==> config.mk <==
export PLATFORM = sky130hd
export DESIGN_NAME = traffic_conflict_monitor
export DESIGN_NICKNAME = d
export VERILOG_FILES = /design/src/rtl/traffic_conflict_monitor_pkg.sv /design/src/rtl/traffic_conflict_monitor_aspect_tracker.sv /design/src/rtl/traffic_conflict_monitor.sv
export SDC_FILE = /design/constraint.sdc
export NUM_CORES = 1
export LEC_CHECK = 0
export CORE_MARGIN = 2
export CORE_UTILIZATION = 52
export DETAILED_ROUTE_END_ITERATION = 12
export PLACE_DENSITY = 0.77
export SLEW_MARGIN = 10
export SYNTH_ARGS = -nofsm -noshare
export SYNTH_HDL_FRONTEND = slang
export SYNTH_SLANG_ARGS = --single-unit
==> constraint.sdc <==
create_clock -name clock -period 2.7 [get_ports clock]
set_input_delay 0.675 -clock clock [delete_from_list [all_inputs] [get_ports clock]]
set_output_delay 0.675 -clock clock [all_outputs]
set_load 0.01 [all_outputs]
==> src/rtl/traffic_conflict_monitor_pkg.sv <==
// ============================================================================
// Module  : traffic_conflict_monitor_pkg
// Brief   : Aspect encodings, fault codes and sizing helpers for the monitor.
// Revision: 1.0
// ============================================================================
`default_nettype none

package traffic_conflict_monitor_pkg;

    typedef enum logic [1:0] {
        ASP_RED    = 2'd0,
        ASP_YELLOW = 2'd1,
        ASP_GREEN  = 2'd2,
        ASP_BAD    = 2'd3
    } aspect_e;

    typedef enum logic [2:0] {
        FC_NONE         = 3'd0,
        FC_CONFLICT     = 3'd1,
        FC_STEP         = 3'd2,
        FC_SHORT_YELLOW = 3'd3,
        FC_SHORT_ALLRED = 3'd4,
        FC_ENCODING     = 3'd5
    } fault_code_e;

    // Bits needed to hold 0..max_val, never narrower than one bit.
    function automatic int cnt_width(input int max_val);
        return (max_val < 1) ? 1 : $clog2(max_val + 1);
    endfunction

    function automatic int imax(input int a, input int b);
        return (a > b) ? a : b;
    endfunction

endpackage

`default_nettype wire

==> src/rtl/traffic_conflict_monitor_aspect_tracker.sv <==
// ============================================================================
// Module  : traffic_conflict_monitor_aspect_tracker
// Brief   : Per-road previous-aspect register, yellow run counter and step checks.
// Revision: 1.0
// ============================================================================
`default_nettype none

module traffic_conflict_monitor_aspect_tracker
    import traffic_conflict_monitor_pkg::*;
#(
    parameter int MIN_YELLOW = 3
) (
    input  logic       clock,
    input  logic       clear,
    input  logic [1:0] aspect,
    output logic       step_illegal,
    output logic       short_yellow,
    output logic       enter_green,
    output logic       enc_bad
);

    localparam int YW = cnt_width(MIN_YELLOW);
    localparam logic [YW-1:0] C_YEL_SAT = YW'(MIN_YELLOW);

    logic [1:0]    prev_q, prev_d;
    logic [YW-1:0] ycnt_q, ycnt_d;

    always_comb begin
        step_illegal = ((prev_q == ASP_GREEN)  && (aspect == ASP_RED))    ||
                       ((prev_q == ASP_RED)    && (aspect == ASP_YELLOW)) ||
                       ((prev_q == ASP_YELLOW) && (aspect == ASP_GREEN));
        short_yellow = (prev_q == ASP_YELLOW) && (aspect == ASP_RED) && (ycnt_q < C_YEL_SAT);
        enter_green  = (prev_q == ASP_RED) && (aspect == ASP_GREEN);
        enc_bad      = (aspect == ASP_BAD);

        prev_d = aspect;
        ycnt_d = '0;
        if (aspect == ASP_YELLOW) begin
            ycnt_d = (ycnt_q < C_YEL_SAT) ? ycnt_q + 1'b1 : ycnt_q;
        end
    end

    always_ff @(posedge clock or posedge clear) begin
        if (clear) begin
            prev_q <= ASP_RED;
            ycnt_q <= '0;
        end else begin
            prev_q <= prev_d;
            ycnt_q <= ycnt_d;
        end
    end

endmodule

`default_nettype wire

==> src/rtl/traffic_conflict_monitor.sv <==
// ============================================================================
// Module  : traffic_conflict_monitor
// Brief   : Safety monitor on controller aspects; latches faults and flashes heads.
// Revision: 1.0
// ============================================================================
`default_nettype none

module traffic_conflict_monitor
    import traffic_conflict_monitor_pkg::*;
#(
    parameter int MIN_YELLOW   = 3,
    parameter int MIN_ALLRED_C = 2,
    parameter int MIN_ALLRED_H = 0,
    parameter int FLASH_HALF   = 4
) (
    input  logic       clock,
    input  logic       clear,
    input  logic [1:0] hwy,
    input  logic [1:0] cntry,
    input  logic       fault_ack,
    output logic [1:0] hwy_lamp,
    output logic [1:0] cntry_lamp,
    output logic       lamp_en,
    output logic       fault,
    output logic [2:0] fault_code
);

    localparam int AR_MAX = imax(MIN_ALLRED_C, MIN_ALLRED_H);
    localparam int AW     = cnt_width(AR_MAX);
    localparam int FW     = cnt_width(FLASH_HALF - 1);
    localparam logic [AW-1:0] C_AR_SAT   = AW'(AR_MAX);
    localparam logic [FW-1:0] C_FLASH_TC = FW'(FLASH_HALF - 1);

    logic w_h_step, w_h_short_y, w_h_enter_g, w_h_enc;
    logic w_c_step, w_c_short_y, w_c_enter_g, w_c_enc;
    logic w_h_short_ar, w_c_short_ar;
    logic w_both_red, w_conflict;
    fault_code_e w_viol_code;

    logic [AW-1:0] ar_q, ar_d;
    logic [FW-1:0] flash_q, flash_d;
    logic          fault_q, fault_d;
    fault_code_e   code_q, code_d;
    logic          lamp_en_q, lamp_en_d;
    logic [1:0]    hwy_lamp_q, hwy_lamp_d;
    logic [1:0]    cntry_lamp_q, cntry_lamp_d;

    traffic_conflict_monitor_aspect_tracker #(.MIN_YELLOW(MIN_YELLOW)) u_hwy (
        .clock        (clock),
        .clear        (clear),
        .aspect       (hwy),
        .step_illegal (w_h_step),
        .short_yellow (w_h_short_y),
        .enter_green  (w_h_enter_g),
        .enc_bad      (w_h_enc)
    );

    traffic_conflict_monitor_aspect_tracker #(.MIN_YELLOW(MIN_YELLOW)) u_cntry (
        .clock        (clock),
        .clear        (clear),
        .aspect       (cntry),
        .step_illegal (w_c_step),
        .short_yellow (w_c_short_y),
        .enter_green  (w_c_enter_g),
        .enc_bad      (w_c_enc)
    );

    // A zero minimum disables the all-red check for that road entirely.
    generate
        if (MIN_ALLRED_H > 0) begin : g_allred_h
            assign w_h_short_ar = w_h_enter_g & (ar_q < AW'(MIN_ALLRED_H));
        end else begin : g_allred_h_off
            assign w_h_short_ar = w_h_enter_g & 1'b0;
        end
        if (MIN_ALLRED_C > 0) begin : g_allred_c
            assign w_c_short_ar = w_c_enter_g & (ar_q < AW'(MIN_ALLRED_C));
        end else begin : g_allred_c_off
            assign w_c_short_ar = w_c_enter_g & 1'b0;
        end
    endgenerate

    assign w_both_red = (hwy == ASP_RED) && (cntry == ASP_RED);
    assign w_conflict = (hwy != ASP_RED) && (cntry != ASP_RED);

    always_comb begin
        w_viol_code = FC_NONE;
        if (w_conflict)                        w_viol_code = FC_CONFLICT;
        else if (w_h_step || w_c_step)         w_viol_code = FC_STEP;
        else if (w_h_short_y || w_c_short_y)   w_viol_code = FC_SHORT_YELLOW;
        else if (w_h_short_ar || w_c_short_ar) w_viol_code = FC_SHORT_ALLRED;
        else if (w_h_enc || w_c_enc)           w_viol_code = FC_ENCODING;
    end

    always_comb begin
        ar_d      = '0;
        if (w_both_red) begin
            ar_d = (ar_q == C_AR_SAT) ? ar_q : ar_q + 1'b1;
        end

        fault_d   = fault_q;
        code_d    = code_q;
        flash_d   = flash_q;
        lamp_en_d = lamp_en_q;
        if (!fault_q) begin
            if (w_viol_code != FC_NONE) begin
                fault_d   = 1'b1;
                code_d    = w_viol_code;
                flash_d   = '0;
                lamp_en_d = 1'b1;
            end
        end else if ((w_viol_code == FC_NONE) && fault_ack && w_both_red) begin
            fault_d   = 1'b0;
            code_d    = FC_NONE;
            flash_d   = '0;
            lamp_en_d = 1'b1;
        end else if (flash_q == C_FLASH_TC) begin
            flash_d   = '0;
            lamp_en_d = ~lamp_en_q;
        end else begin
            flash_d   = flash_q + 1'b1;
        end

        hwy_lamp_d   = fault_d ? ASP_RED : hwy;
        cntry_lamp_d = fault_d ? ASP_RED : cntry;
    end

    always_ff @(posedge clock or posedge clear) begin
        if (clear) begin
            ar_q         <= C_AR_SAT;
            flash_q      <= '0;
            fault_q      <= 1'b0;
            code_q       <= FC_NONE;
            lamp_en_q    <= 1'b1;
            hwy_lamp_q   <= ASP_RED;
            cntry_lamp_q <= ASP_RED;
        end else begin
            ar_q         <= ar_d;
            flash_q      <= flash_d;
            fault_q      <= fault_d;
            code_q       <= code_d;
            lamp_en_q    <= lamp_en_d;
            hwy_lamp_q   <= hwy_lamp_d;
            cntry_lamp_q <= cntry_lamp_d;
        end
    end

    assign hwy_lamp   = hwy_lamp_q;
    assign cntry_lamp = cntry_lamp_q;
    assign lamp_en    = lamp_en_q;
    assign fault      = fault_q;
    assign fault_code = code_q;

endmodule

`default_nettype wire

==> results.md <==
Synth:
- The count of flip-flops with a built-in enable after synthesis is 0.
- After technology mapping, the gate count stands at 99.
- After synthesis, the share of flip-flops with an asynchronous set or reset is 1.00.
- The sequential area share after synthesis is 0.490.
- The number of nets in the synthesized netlist is 110.
- The synthesized cell area is 1080 sq um.
- A synthesized cell averages between 10 and 15 sq um.
- Yosys printed 0 warnings.
- Synthesis inferred 21 register bits.
- The post-synthesis cell type count is 39.
- The most used flip-flop cell after synthesis is sky130_fd_sc_hd__dfrtp_1.

Final layout:
- Counting the fill cells in the layout gives 165.
- The final layout net count is 137.
- The area overhead of the layout relative to synthesis is 24.0%.
- Of the cells placed in the final design, the portion with a size suffix greater than 1 is 0.224.
- The count of inserted antenna diode cells is 0.
- Excluding fillers, the count of instances in the completed layout stands at ~150.
- The cell area after layout is roughly 1300 sq um.

Die:
- The initial core utilization is 0.549.
- The floorplan step set the die width to 49.5 microns.
- The full die area is 2450 sq um.
- The number of core rows is 16.
- The I/O pin total is 16.
- The floorplan core area is about 2000 sq um.
- The floorplan die height is between 40 and 50 microns.

Placement:
- After detailed placement, the total cell area comes to 1310 sq um.
- Detailed placement ended at an HPWL of between 1500 and 2000 microns.
- The congestion estimate from routability-driven global placement came to between 0.8 and 0.9.
- Buffers placed on the I/O ports in this run total 15.
- OpenSTA, run right after detailed placement, puts the worst setup slack at -0.0624 ns.
- After detailed placement, the design holds a cell count of ~150.

GRT:
- The total overflow left after global routing is 0.
- The maximum number of pins on one net before global-route repair is 22.
- The number of global-route vias before repair is 847.
- The initial antenna violation count is 0.
- Across every metal layer, demand over resource in global routing totals 0.197.
- The wire length of the first global-routing pass is 3650 microns.

Detailed routing:
- The detailed-routing iteration count for the pre-antenna-repair pass is 4.
- After detailed routing, the average wire length per cell comes to around 13 microns.
- For this block, the initial DRC count from the detailed router was 15.
- The final routed DRC violation total is 0.
- In the routed layout, each cell is associated on average with a via count of 5.36.
- The antenna violation net count after detailed routing is 0.
- After detailed routing, the total wire length is 2000 microns.
- The final route contains 815 vias.

Timing:
- Across all hold checks on the routed design, the worst slack comes to 0.495 ns.
- Headroom to the max-slew limit came out at 0.500.
- The worst-case setup margin in the final layout is 0.262 ns.
- After routing, the total negative slack on setup checks comes to 0 ns.
- The max-slew violation total from the final report came to 0.
- Based on the critical path, the design can be clocked at up to slightly above 400 MHz.
- The final hold violation count is 0.
- Setup repair after global routing left no endpoint under its margin.
- The clock period could shrink to 2.44 ns.
- In the finished design, the share of the clock period the worst path needs comes to 0.903.
- Setup violations remaining at the end of the flow were counted as 0.
- The transition at the pin with the smallest max-transition slack is approximately 0.75 ns.
- Across the routed clock network, the largest skew measured is 0.00901 ns.

CTS:
- The setup fix buffers added after clock tree synthesis is 0.
- The insertion delay of the later-clocked pin in the worst-skew pair is 0.31 ns.
- Counting along the longest clock path gives a buffer depth of 2.
- The buffer cell driving the clock tree root is sky130_fd_sc_hd__clkbuf_4.
- The number of H-tree levels is 1.
- The CTS tree is yes.
- In this run, post-CTS repair resized a total of 0 instances.
- After clock tree synthesis, the flow added hold-fix buffers numbering 0.
- The clock net in this run drives a total of 21 sinks.
- TritonCTS created 3 clock buffers.
- After clock tree synthesis, the clock-pin slew on the worst setup and hold paths is 0.11 ns.

Power and ir drop:
- The total internal power is 525 uW.
- The net switching fraction of the power is 0.276.
- For this design the ratio of total power to cell area is 543 nW/um^2.
- The switching power is 200 uW.
- The analysis attributes to cell leakage a power of approximately 0.00063 uW.
- Of the total power, the clock network draws 0.205.
- The maximum vdd drop is about 0.00031 V.
- The register share of total power is 0.532.
- The share of total power dissipated in combinational logic is 0.263.

Critical path:
- Of all nets on the critical path, the largest fanout is 8.
- The worst setup path is launched from a primary input.
- The kind of end point of the critical path is a flop.
- Data arrives at the worst endpoint at approximately 2.6 ns.
- The start-to-end type of the worst setup path is primary input to flop.
- The required time reported for the critical path endpoint is 2.90 ns.

Hold path:
- In this run the worst hold path is classified as flop to flop.

Run:
- The tool flagged a number of max-cap violations equal to 0.

Status:
- The flow ran to the end, and the final reports show no timing, DRC or antenna violations.
## synth_stat cells, drive strengths merged (2+ instances only)
library cell / number / area, sq um
a21oi: 3 / 15.0
a22o: 2 / 18.8
a31oi: 2 / 12.5
and2: 4 / 30.0
and4bb: 2 / 25.0
buf: 5 / 41.3
dfrtp: 19 / 475
dfstp: 2 / 52.6
ha: 4 / 50.1
inv: 5 / 18.8
mux2i: 2 / 20.0
nand2: 5 / 18.8
nand2b: 2 / 12.5
nand3: 3 / 15.0
nor2: 13 / 48.8
nor4b: 2 / 23.8
o32a: 2 / 20.0
or2: 2 / 15.0
xor2: 4 / 35.0
## area by class of cell
| type | instances | area, sq um | share of cell area |
|---|---|---|---|
| sequential | 21 | 528 | 0.395 |
| multi-input combinational | 68 | 489 | 0.366 |
| timing repair buffer | 27 | 240 | 0.180 |
| tap | 27 | 33.8 | 0.0253 |
| clock buffer | 4 | 26.3 | 0.0197 |
| inverter | 5 | 18.8 | 0.0140 |
## per-stage QoR
stage / total power (uW) / utilization
detailed placement: 583 / 0.668
finish: 725 / 0.681
floorplan: 502 / -
global route: 768 / 0.681
CTS: 733 / 0.681
global placement: 572 / 0.668
## placed cells by master (no fill, tap or decap), types with 4 or more instances in the layout
cell type / Yosys / layout
sky130_fd_sc_hd__dfrtp_1: 19 / 19
sky130_fd_sc_hd__clkdlybuf4s50_1: 0 / 15
sky130_fd_sc_hd__nor2_1: 13 / 13
sky130_fd_sc_hd__buf_4: 4 / 12
sky130_fd_sc_hd__nand2_1: 5 / 5
sky130_fd_sc_hd__inv_1: 5 / 5
sky130_fd_sc_hd__xor2_1: 4 / 4
sky130_fd_sc_hd__and2_2: 4 / 4
sky130_fd_sc_hd__ha_1: 4 / 4
## cell families (layout without fill, tap and decap cells)
group / after synthesis / in the layout / share of synthesized area
DFF: 21 / 21 / 0.490
adders and majority gates: 5 / 5 / 0.0558
AOI/OAI and AO/OA: 19 / 19 / 0.136
buffers and inverters: 10 / 36 / 0.0558
xor gates and xnor gates: 4 / 4 / 0.0325
and+or+nand+nor: 38 / 38 / 0.211
muxes: 2 / 2 / 0.0186
## final timing paths
kind / from / end / slack, ns / cells after the start
max: cntry[0] / fault_code[1] / 0.26 / 7
min: fault_code[2] / fault_code[2] / 0.50 / 1
max reg2reg: u_cntry.prev_q[1] / fault_code[1] / 0.68 / 5
min reg2reg: fault_code[2] / fault_code[2] / 0.50 / 1
max in group asynchronous: clear / u_cntry.ycnt_q[1] / 1.44 / 2
min in group asynchronous: clear / cntry_lamp[1] / 0.79 / 2
## layer usage
layer / part of all wire / global-route usage
met1: 0.45 / 0.230
met2: 0.48 / 0.340
met3: 0.035 / 0.0364
met4: 0.034 / 0.111
met5: 0 / 0
## state kept, by name, summed over array words and instances (netlist names)
register,cells
hwy_lamp,2
ar_q,2
u_hwy.ycnt_q,2
fault,1
flash_q,2
u_hwy.prev_q,2
cntry_lamp,2
lamp_en,1
u_cntry.prev_q,2
fault_code,3
u_cntry.ycnt_q,2
## power groups by stage
stage | Clock, uW | Combinational [uW] | Sequential, uW
after floorplan | 0 | 107 | 396
after global placement | 0 | 181 | 391
after detailed placement | 0 | 191 | 392
after CTS | 154 | 193 | 387
after global routing | 160 | 215 | 393
final | 149 | 191 | 386
## worst max-delay path: stages
cell and delay, ns:
sky130_fd_sc_hd__clkdlybuf4s50_1 0.49, sky130_fd_sc_hd__buf_4 0.20, sky130_fd_sc_hd__nor4b_1 0.14, sky130_fd_sc_hd__a211oi_1 0.38, sky130_fd_sc_hd__a41oi_1 0.23, sky130_fd_sc_hd__or2_4 0.29
sky130_fd_sc_hd__a22o_1 0.25
Note: power is estimated with default switching activity, not from simulation.
